### config.mk
export PLATFORM = sky130hd
export DESIGN_NAME = branch_resolve_unit
export DESIGN_NICKNAME = d
export VERILOG_FILES = /design/src/rtl/branch_pkg.sv /design/src/rtl/branch_resolve_unit_comparison.sv /design/src/rtl/branch_resolve_unit.sv
export SDC_FILE = /design/constraint.sdc
export NUM_CORES = 1
export LEC_CHECK = 0
export CORE_ASPECT_RATIO = 1.4
export CORE_MARGIN = 3
export CORE_UTILIZATION = 41
export CTS_BUF_LIST = sky130_fd_sc_hd__clkbuf_16
export CTS_CLUSTER_DIAMETER = 150
export DETAILED_ROUTE_END_ITERATION = 12
export PLACE_DENSITY = 0.78
export SYNTH_ARGS = -nofsm -noshare
export SYNTH_HDL_FRONTEND = slang
export SYNTH_SLANG_ARGS = --single-unit
export TNS_END_PERCENT = 50
### constraint.sdc
create_clock -name clk -period 7.3 [get_ports clk]
set_input_delay 2.19 -clock clk [delete_from_list [all_inputs] [get_ports clk]]
set_output_delay 2.19 -clock clk [all_outputs]
set_load 0.02 [all_outputs]
### src/rtl/branch_pkg.sv
// Shared encodings for the branch resolve unit: funct3 values, comparator
// opcodes and the redirect/flush FSM state type.
package branch_pkg;

    localparam logic [2:0] F3_BEQ  = 3'b000;
    localparam logic [2:0] F3_BNE  = 3'b001;
    localparam logic [2:0] F3_BLT  = 3'b100;
    localparam logic [2:0] F3_BGE  = 3'b101;
    localparam logic [2:0] F3_BLTU = 3'b110;
    localparam logic [2:0] F3_BGEU = 3'b111;

    localparam logic [1:0] CMP_NONE = 2'b00;
    localparam logic [1:0] CMP_LT   = 2'b01;
    localparam logic [1:0] CMP_LTU  = 2'b10;
    localparam logic [1:0] CMP_EQ   = 2'b11;

    typedef enum logic [1:0] {
        RUN   = 2'd0,
        HOLD  = 2'd1,
        FLUSH = 2'd2
    } state_t;

    // Map a branch funct3 to the comparator operation. The inverted forms
    // (BNE/BGE/BGEU) share an opcode and are flipped by funct3[0] later.
    function automatic logic [1:0] decode_cmp(input logic [2:0] f3);
        case (f3)
            F3_BEQ, F3_BNE:   decode_cmp = CMP_EQ;
            F3_BLT, F3_BGE:   decode_cmp = CMP_LT;
            F3_BLTU, F3_BGEU: decode_cmp = CMP_LTU;
            default:          decode_cmp = CMP_NONE;
        endcase
    endfunction

    // funct3 010/011 are not branches.
    function automatic logic is_illegal(input logic [2:0] f3);
        is_illegal = (f3[2:1] == 2'b01);
    endfunction

endpackage

### src/rtl/branch_resolve_unit_comparison.sv
// Integer comparator for branch conditions: equality, signed and unsigned
// less-than. Result is in bit 0; an unknown opcode yields 0.
module Comparison_Unit
    import branch_pkg::*;
(
    input  logic [31:0] a,
    input  logic [31:0] b,
    input  logic [1:0]  cmp_op,
    output logic        result
);

    // Select the comparison requested by decode.
    always_comb begin
        result = 1'b0;
        case (cmp_op)
            CMP_EQ:  result = (a == b);
            CMP_LT:  result = ($signed(a) < $signed(b));
            CMP_LTU: result = (a < b);
            default: result = 1'b0;
        endcase
    end

endmodule

### src/rtl/branch_resolve_unit.sv
// Branch resolve unit: evaluates a branch per cycle, reports the outcome,
// and on a mispredict holds a fetch redirect then discards wrong-path input
// for FLUSH_CYC cycles.
module branch_resolve_unit
    import branch_pkg::*;
#(
    parameter int TAG_W     = 6,
    parameter int FLUSH_CYC = 2,
    parameter int CNT_W     = 32
) (
    input  logic             clk,
    input  logic             rst_n,
    input  logic             in_valid,
    output logic             in_ready,
    input  logic [2:0]       in_funct3,
    input  logic [31:0]      in_pc,
    input  logic [31:0]      in_rs1,
    input  logic [31:0]      in_rs2,
    input  logic [31:0]      in_offset,
    input  logic             in_pred_taken,
    input  logic [31:0]      in_pred_target,
    input  logic [TAG_W-1:0] in_tag,
    output logic             out_valid,
    output logic [TAG_W-1:0] out_tag,
    output logic             out_taken,
    output logic             out_mispredict,
    output logic             out_illegal,
    output logic             out_misaligned,
    output logic             redirect_valid,
    input  logic             redirect_ready,
    output logic [31:0]      redirect_pc,
    output logic             flush,
    output logic [CNT_W-1:0] branch_count,
    output logic [CNT_W-1:0] mispredict_count
);

    localparam int FC_W = $clog2(FLUSH_CYC + 1);

    state_t          state, next_state;
    logic [FC_W-1:0] flush_cnt;
    logic [1:0]      cmp_op;
    logic            cmp_res;
    logic            illegal, taken, misaligned, mispredict;
    logic [31:0]     target, fallthrough, actual_next, pred_next;
    logic            run_accept;

    Comparison_Unit u_cmp (
        .a      (in_rs1),
        .b      (in_rs2),
        .cmp_op (cmp_op),
        .result (cmp_res)
    );

    // Only inputs accepted in RUN produce a result; FLUSH swallows them.
    assign run_accept = in_valid & (state == RUN);

    // Decode, condition, next-PC arithmetic and mispredict detection.
    always_comb begin
        cmp_op      = decode_cmp(in_funct3);
        illegal     = is_illegal(in_funct3);
        taken       = ~illegal & (cmp_res ^ in_funct3[0]);
        target      = in_pc + in_offset;
        fallthrough = in_pc + 32'd4;
        actual_next = taken ? target : fallthrough;
        pred_next   = in_pred_taken ? in_pred_target : fallthrough;
        misaligned  = taken & (target[1:0] != 2'b00);
        // Misaligned targets trap at commit, so no redirect is raised here.
        mispredict  = ~illegal & ~misaligned & (actual_next != pred_next);
    end

    // FSM state register.
    always_ff @(posedge clk) begin
        if (!rst_n) state <= RUN;
        else        state <= next_state;
    end

    // FSM next state and handshake outputs.
    always_comb begin
        next_state     = state;
        in_ready       = 1'b1;
        redirect_valid = 1'b0;
        flush          = 1'b0;
        case (state)
            RUN: begin
                if (run_accept && mispredict) next_state = HOLD;
            end
            HOLD: begin
                in_ready       = 1'b0;
                redirect_valid = 1'b1;
                // A reset in the handshake cycle abandons the redirect.
                if (redirect_ready && rst_n) begin
                    flush      = 1'b1;
                    next_state = FLUSH;
                end
            end
            FLUSH: begin
                if (flush_cnt <= FC_W'(1)) next_state = RUN;
            end
            default: next_state = RUN;
        endcase
    end

    // Wrong-path window counter, loaded on the redirect handshake.
    always_ff @(posedge clk) begin
        if (!rst_n)
            flush_cnt <= '0;
        else if (flush)
            flush_cnt <= FC_W'(FLUSH_CYC);
        else if (state == FLUSH && flush_cnt != '0)
            flush_cnt <= flush_cnt - FC_W'(1);
    end

    // Registered result, valid the cycle after acceptance.
    always_ff @(posedge clk) begin
        if (!rst_n) begin
            out_valid      <= 1'b0;
            out_tag        <= '0;
            out_taken      <= 1'b0;
            out_mispredict <= 1'b0;
            out_illegal    <= 1'b0;
            out_misaligned <= 1'b0;
        end else begin
            out_valid <= run_accept;
            if (run_accept) begin
                out_tag        <= in_tag;
                out_taken      <= taken;
                out_mispredict <= mispredict;
                out_illegal    <= illegal;
                out_misaligned <= misaligned;
            end
        end
    end

    // Redirect target captured on the mispredict; held through HOLD.
    always_ff @(posedge clk) begin
        if (!rst_n)
            redirect_pc <= '0;
        else if (run_accept && mispredict)
            redirect_pc <= actual_next;
    end

    // Saturating statistics, updated alongside the result register.
    always_ff @(posedge clk) begin
        if (!rst_n) begin
            branch_count     <= '0;
            mispredict_count <= '0;
        end else if (run_accept) begin
            if (branch_count != '1)
                branch_count <= branch_count + CNT_W'(1);
            if (mispredict && mispredict_count != '1)
                mispredict_count <= mispredict_count + CNT_W'(1);
        end
    end

endmodule

# Word-level counts from Yosys, hierarchy flattened

Index checks and enable logic that the tools add are counted.

Register bits after elaboration: 111
Input port bits: 174
Output and inout port bits: 110
Word-level logic and storage cells: 77

$add $sub $neg: 5
Order comparisons: 3
Equal/unequal tests: 18
Muxes and demuxes: 14
Bitwise operators: 9
Reductions and logical operators: 16

Operator list:

| cell                                                 | count |
|---|---|
| adder 32 x 1 -> 32 bit (second input constant)       | 2 |
| less-than comparator 32 bit                          | 2 |
| two-way mux 32 bit                                   | 2 |
| != test 32 bit (second input constant)               | 2 |
| adder 32 x 3 -> 32 bit (second input constant)       | 1 |
| adder 32 bit                                         | 1 |
| equality test 32 bit                                 | 1 |
| != test 32 bit                                       | 1 |
| equality test 3 bit (second input constant)          | 4 |
| one-hot mux 2 bit (3 select lines)                   | 2 |
| two-way mux 2 bit                                    | 5 |
| OR reduction 2 bit                                   | 4 |
| equality test 2 x 1 -> 1 bit (second input constant) | 3 |
| equality test 2 bit (second input constant)          | 3 |
| nonzero test 2 bit                                   | 3 |
| AND 1 bit                                            | 5 |
| logical AND 1 bit                                    | 4 |
| two-way mux 1 bit                                    | 4 |
| != test 2 bit (second input constant)                | 2 |
| AND reduction 2 bit                                  | 2 |
| equality test 3 x 1 -> 1 bit (second input constant) | 1 |
| zero test 3 bit                                      | 1 |
| inverter 1 bit                                       | 3 |
| one-hot mux 1 bit (3 select lines)                   | 1 |
| 6 further kinds                                      | 6 |

# Logic depth before layout (Yosys ltp)

Depth after elaboration: 14
Depth in mapped cells: 19
Mapped depth without buffers: 15

# By module

A second synthesis with hierarchy kept.

Cell total of the unflattened synthesis: 1411
Area, all modules: 10603.9 um2

Modules (own cells, without submodules):

| module              | times used | cells an instance | area each (um2) | sequential area each (um2) |
|---|---|---|---|---|
| branch_resolve_unit | 1          | 1292              | 9751.9          | 2222.1 |
| Comparison_Unit     | 1          | 119               | 852.1           | 0.0 |

# Worst setup path before layout

No wires, ideal clock.

Kind: input to register
Start: in in_rs2[23]
End: reg redirect_pc[10]
Setup time: 0.116 ns
Arrival time: 5.549 ns
Required time: 7.184 ns
Slack: 1.634 ns
Stages on the path: 17
Buffers on the path: 3
Cells stage by stage: inv_1 ha_1 a21oi_1 o21ai_1 a221oi_1 nand3_1 mux2i_1 or4b_1 buf_2 a21o_1 a32o_1 a22o_1 a2111oi_4 a31oi_4 buf_6 buf_2 o211a_1

Cells in the longest elaborated chain, start to end: 9
Elaborated cells on any way between the ends: 13
Those cells by class: order compare (2); eq/ne (2); mux (2); bitwise (6); reduce/logical (1)

Ends and longest elaborated chain:

| element                                                    | line                                 | text |
|---|---|---|
| from (decl)                                                | branch_resolve_unit.sv:18            | `input logic [31:0] in_rs2,` |
| less-than comparator 32 bit (tied with other cells)        | branch_resolve_unit_comparison.sv:18 | `CMP_LTU: result = (a < b);` |
| one-hot mux 1 bit (3 select lines) *                       | branch_resolve_unit_comparison.sv:15 | `case (cmp_op)` |
| bitwise XOR 1 bit *                                        | branch_resolve_unit.sv:61            | `taken = ~illegal & (cmp_res ^ in_funct3[0]);` |
| AND 1 bit *                                                | branch_resolve_unit.sv:61            |  |
| branches (longest 5 deep; another with two-way mux 32 bit) | --                                   |  |
| to (signal assigned)                                       | branch_resolve_unit.sv:139           | `redirect_pc <= actual_next;` |
| to (decl)                                                  | branch_resolve_unit.sv:31            | `output logic [31:0] redirect_pc,` |

Mark *: on every way between the ends.
A chain may end at the register's enable or synchronous reset.

# Worst setup path in the final report

Start: in in_pc[4]
End: reg mispredict_count[30]

Cells in the longest elaborated chain, start to end: 6
Elaborated cells on any way between the ends: 8
Those cells by class: add/sub (2); eq/ne (1); mux (2); bitwise (1); reduce/logical (2)

Ends and longest elaborated chain:

| element                                                | line                                                 | text |
|---|---|---|
| from (decl)                                            | branch_resolve_unit.sv:16                            | `input logic [31:0] in_pc,` |
| adder 32 x 3 -> 32 bit or adder 32 bit (tied branches) | branch_resolve_unit.sv:63, branch_resolve_unit.sv:62 |  |
| two-way mux 32 bit, on equally long branches           | branch_resolve_unit.sv:64, branch_resolve_unit.sv:65 |  |
| != test 32 bit *                                       | branch_resolve_unit.sv:68                            | `mispredict = ~illegal & ~misaligned & (actual_next != pred_next);` |
| AND 1 bit *                                            | branch_resolve_unit.sv:68                            |  |
| logical AND 1 bit *                                    | branch_resolve_unit.sv:150                           | `if (mispredict && mispredict_count != '1)` |
| AND reduction 2 bit (no source line) *                 | --                                                   |  |
| to (signal assigned)                                   | branch_resolve_unit.sv:151                           | `mispredict_count <= mispredict_count + CNT_W'(1);` |
| to (decl)                                              | branch_resolve_unit.sv:34                            | `output logic [CNT_W-1:0] mispredict_count` |

Mark *: on every way between the ends. The rest lies on a longest branch, timed or not.

==> flow_summary.json <==
{
  "status": "finished, final reports clean",
  "dieArea_um2": 25700,
  "synthesis.nets": 1514,
  "wl_per_cell_um": 17.2,
  "syn2layout_area_growth_pct": 35.1,
  "cp_slowest_cell": "clkdlybuf4s50_1",
  "p_seq_share_pct": 34.2,
  "grt_pass1_wl_mm": 49.6,
  "startpoint_type": "primary input",
  "grt_usage_pct": 23.9,
  "whs_ps": 453,
  "cts_made_buffers": 9,
  "dp_slack_ps": 503,
  "dpl.hpwl_mm": 26.0,
  "postSynthAreaPerCell_um2": 7.67,
  "max_freq_ghz": 0.153,
  "layout_commonest_cell": "clkdlybuf4s50_1",
  "p_sw_mw": 0.693,
  "drt_iter0_drc": 536,
  "place_inst": 1824,
  "powerDensity_nw_per_um2": 146,
  "path_max_fanout": 53,
  "fin_crit_sh_pct": 89.3,
  "ys_types": 81,
  "rsz0062_at_grt": "false",
  "syn_area_um2": 9750,
  "clk_path_buf_depth": 2,
  "synth_flop_cell": "dfxtp_1",
  "grt_pass1_vias": 9823,
  "final_layout_size_suffix_gt1_share_pct": 4.69,
  "synth_xor_area_share_pct": 13.3,
  "hold_viol": 0,
  "fin_worst_skew_ps": 10.7,
  "p_leak_nw": 5.20,
  "cp-end-kind": "register",
  "viasPerCell": 5.49,
  "synth_mux_area_share_pct": 5.98,
  "fp-row-count": 66,
  "ctsRootBufferMaster": "clkbuf_16",
  "drc_errors": 0,
  "cts_tree": "built",
  "critPathKind": "in2reg",
  "drt_pass1_iterations": 7,
  "arrival_ps": 6760,
  "worstPathRequired_ps": 7530,
  "cts_hold_buf": 0,
  "crit_buf_inv": 2,
  "worst-path-stages": 16,
  "synth_adder_area_share_pct": 8.93,
  "layout_min_cycle_time_ps": 6520,
  "dpl-instance-area_um2": 12900,
  "finalInstanceArea_um2": 13200,
  "synthArstFlopShare_pct": 0,
  "synth_top_area_share_pct": 22.8,
  "synth_top_area_cell": "dfxtp_1",
  "slew_violations": 0,
  "grt_overflow_total": 0,
  "layout_common_cells": "clkdlybuf4s50_1, nand2_1, dfxtp_1, nor2_1, a21oi_1",
  "antenna_found_initial": 1,
  "combPwrFrac_pct": 40.7,
  "synth_compound_area_share_pct": 18.0,
  "routed_wl_mm": 31.6,
  "yosys_warnings": 0,
  "io_buffers": 283,
  "power_mw": 1.92,
  "worstHoldPathCells": 2,
  "ys_ff_latch": 111,
  "hp-class": "reg2reg",
  "tightest_slew_ps": 909,
  "syn_inst": 1271,
  "yosysSeqAreaShare_pct": 22.8,
  "r2r_cells": 12,
  "fin_ws_ps": 778,
  "synthTopCellsByArea": "dfxtp_1, ha_1, xnor2_1, xor2_1, mux2i_1",
  "synth_edf_count": 0,
  "crit_family": "compound AO/OA/AOI/OAI gates",
  "ioPinCount": 284,
  "post_cts_buffers": 0,
  "cts.htree.levels": 3,
  "die_w_um": 136,
  "numClockSinks": 111,
  "core_um2": 23300,
  "path_clk_slew_ps": 70,
  "utilization_pct": 56.6,
  "switching_share_pct": 36.1,
  "grt_max_degree": 75,
  "final-setup-viol-count": 0,
  "die_y_um": 188,
  "ir_worst_vdd_uv": 117,
  "cts_resized": 0,
  "nets": 1772,
  "p_clk_share_pct": 25.1,
  "nFillCells": 2154,
  "ant_nets": 0,
  "maxCapViolations": 0,
  "globalplace.congestion": 0.949,
  "setup_tns_ps": 0,
  "cp_cell_sequence": "clkdlybuf4s50_1 -> ha_1 -> o211ai_1 -> o21ai_1 -> a21oi_1 -> o41ai_1 -> nor3_1 -> o311ai_2 -> xor2_1 -> xnor2_1 -> o32a_1 -> a2111oi_4 -> a31oi_4 -> buf_12 -> and4b_1 -> mux2i_1",
  "synth_top_family_by_area": "simple AND/OR/NAND/NOR gates",
  "instances_no_fill": 1841,
  "synth-simple-area-share_pct": 25.8,
  "intPower_mw": 1.23,
  "cp_slowest_stage_delay_ps": 540,
  "clock_latency_ps": 350,
  "vias": 10108,
  "initial_core_util_pct": 41.9,
  "relSlewSlack_pct": 39.2
}
==> worst reg2reg max path, stage by stage (launching register included) <==
cell     delay (ps)
dfxtp_1         340
and4_1          230
and3_1          210
nand3_1         120
nor2_1           70
nand3_1         140
nor3_1           80
a21oi_1         380
and3_1          360
nor2b_1         530
nand2_1         220
or3_1           340
a21oi_1         130
==> cell usage after synthesis, types with 8 or more instances <==
cell type and n:
a211oi_1 8, a211oi_2 11, a21o_1 15, a21oi_1 89, and2_1 8, and3_1 33
and4_1 9, buf_2 10, clkbuf_1 39, dfxtp_1 111, ha_1 68, inv_1 64
mux2i_1 56, nand2_1 146, nand2b_1 35, nand3_1 60, nand4_1 41, nor2_1 97
nor2b_1 11, nor3_1 20, o211ai_1 12, o21ai_0 48, o21ai_1 11, xnor2_1 75
xor2_1 71
==> power by group through the flow <==
stage,Combinational [mW],Clock [mW],Sequential (mW)
2_1_floorplan,0.435,0,0.701
3_3_place_gp,0.764,0,0.670
3_5_place_dp,0.774,0,0.670
4_1_cts,0.777,0.492,0.656
5_1_grt,0.843,0.514,0.660
6_report,0.782,0.481,0.656
==> routing by layer <==
metal | vias to the layer above | track usage, % | wire length [µm]
met2 | 329 | 42.2 | 15800
met4 | 0 | 9.85 | 1320
met3 | 73 | 2.24 | 1350
met1 | 4690 | 29.3 | 13100
li1 | 5016 | - | -
met5 | - | 0 | 0
==> sequential cells by signal, indices dropped and copies added, names as in the netlist <==
register          flops
state                 2
flush_cnt             2
out_mispredict        1
out_misaligned        1
redirect_pc          32
out_taken             1
out_valid             1
branch_count         32
mispredict_count     32
out_tag               6
out_illegal           1
==> area by class of cell <==
class | count | area [µm²] | area share [%]
multi-input combinational | 1036 | 7020 | 53.3
timing repair buffer | 306 | 3010 | 22.9
sequential | 111 | 2220 | 16.9
tap | 306 | 383 | 2.91
inverter | 65 | 244 | 1.85
clock buffer | 9 | 225 | 1.71
clock inverter | 7 | 65.1 | 0.494
antenna | 1 | 2.50 | 0.0190
==> worst paths after layout <==
| check | start | endpoint | slack [ps] |
|---|---|---|---|
| worst max-delay path | in_pc[4] | mispredict_count[30] | 780 |
| worst min-delay path | redirect_pc[13] | redirect_pc[13] | 450 |
| worst max register to register | branch_count[6] | branch_count[30] | 4050 |
| worst min register to register | redirect_pc[13] | redirect_pc[13] | 450 |
==> cells by family (layout without fill, tap and decap cells) <==
family / after synthesis / in the layout
XOR/XNOR: 147 / 147
adder cells (fa/ha/maj): 69 / 69
AO/OA/AOI/OAI: 263 / 263
buffers and inverters: 124 / 387
flip-flops: 111 / 111
multiplexers: 58 / 58
other: 0 / 1
AND/OR/NAND/NOR: 499 / 499
Note: power is estimated with default switching activity, not from simulation.
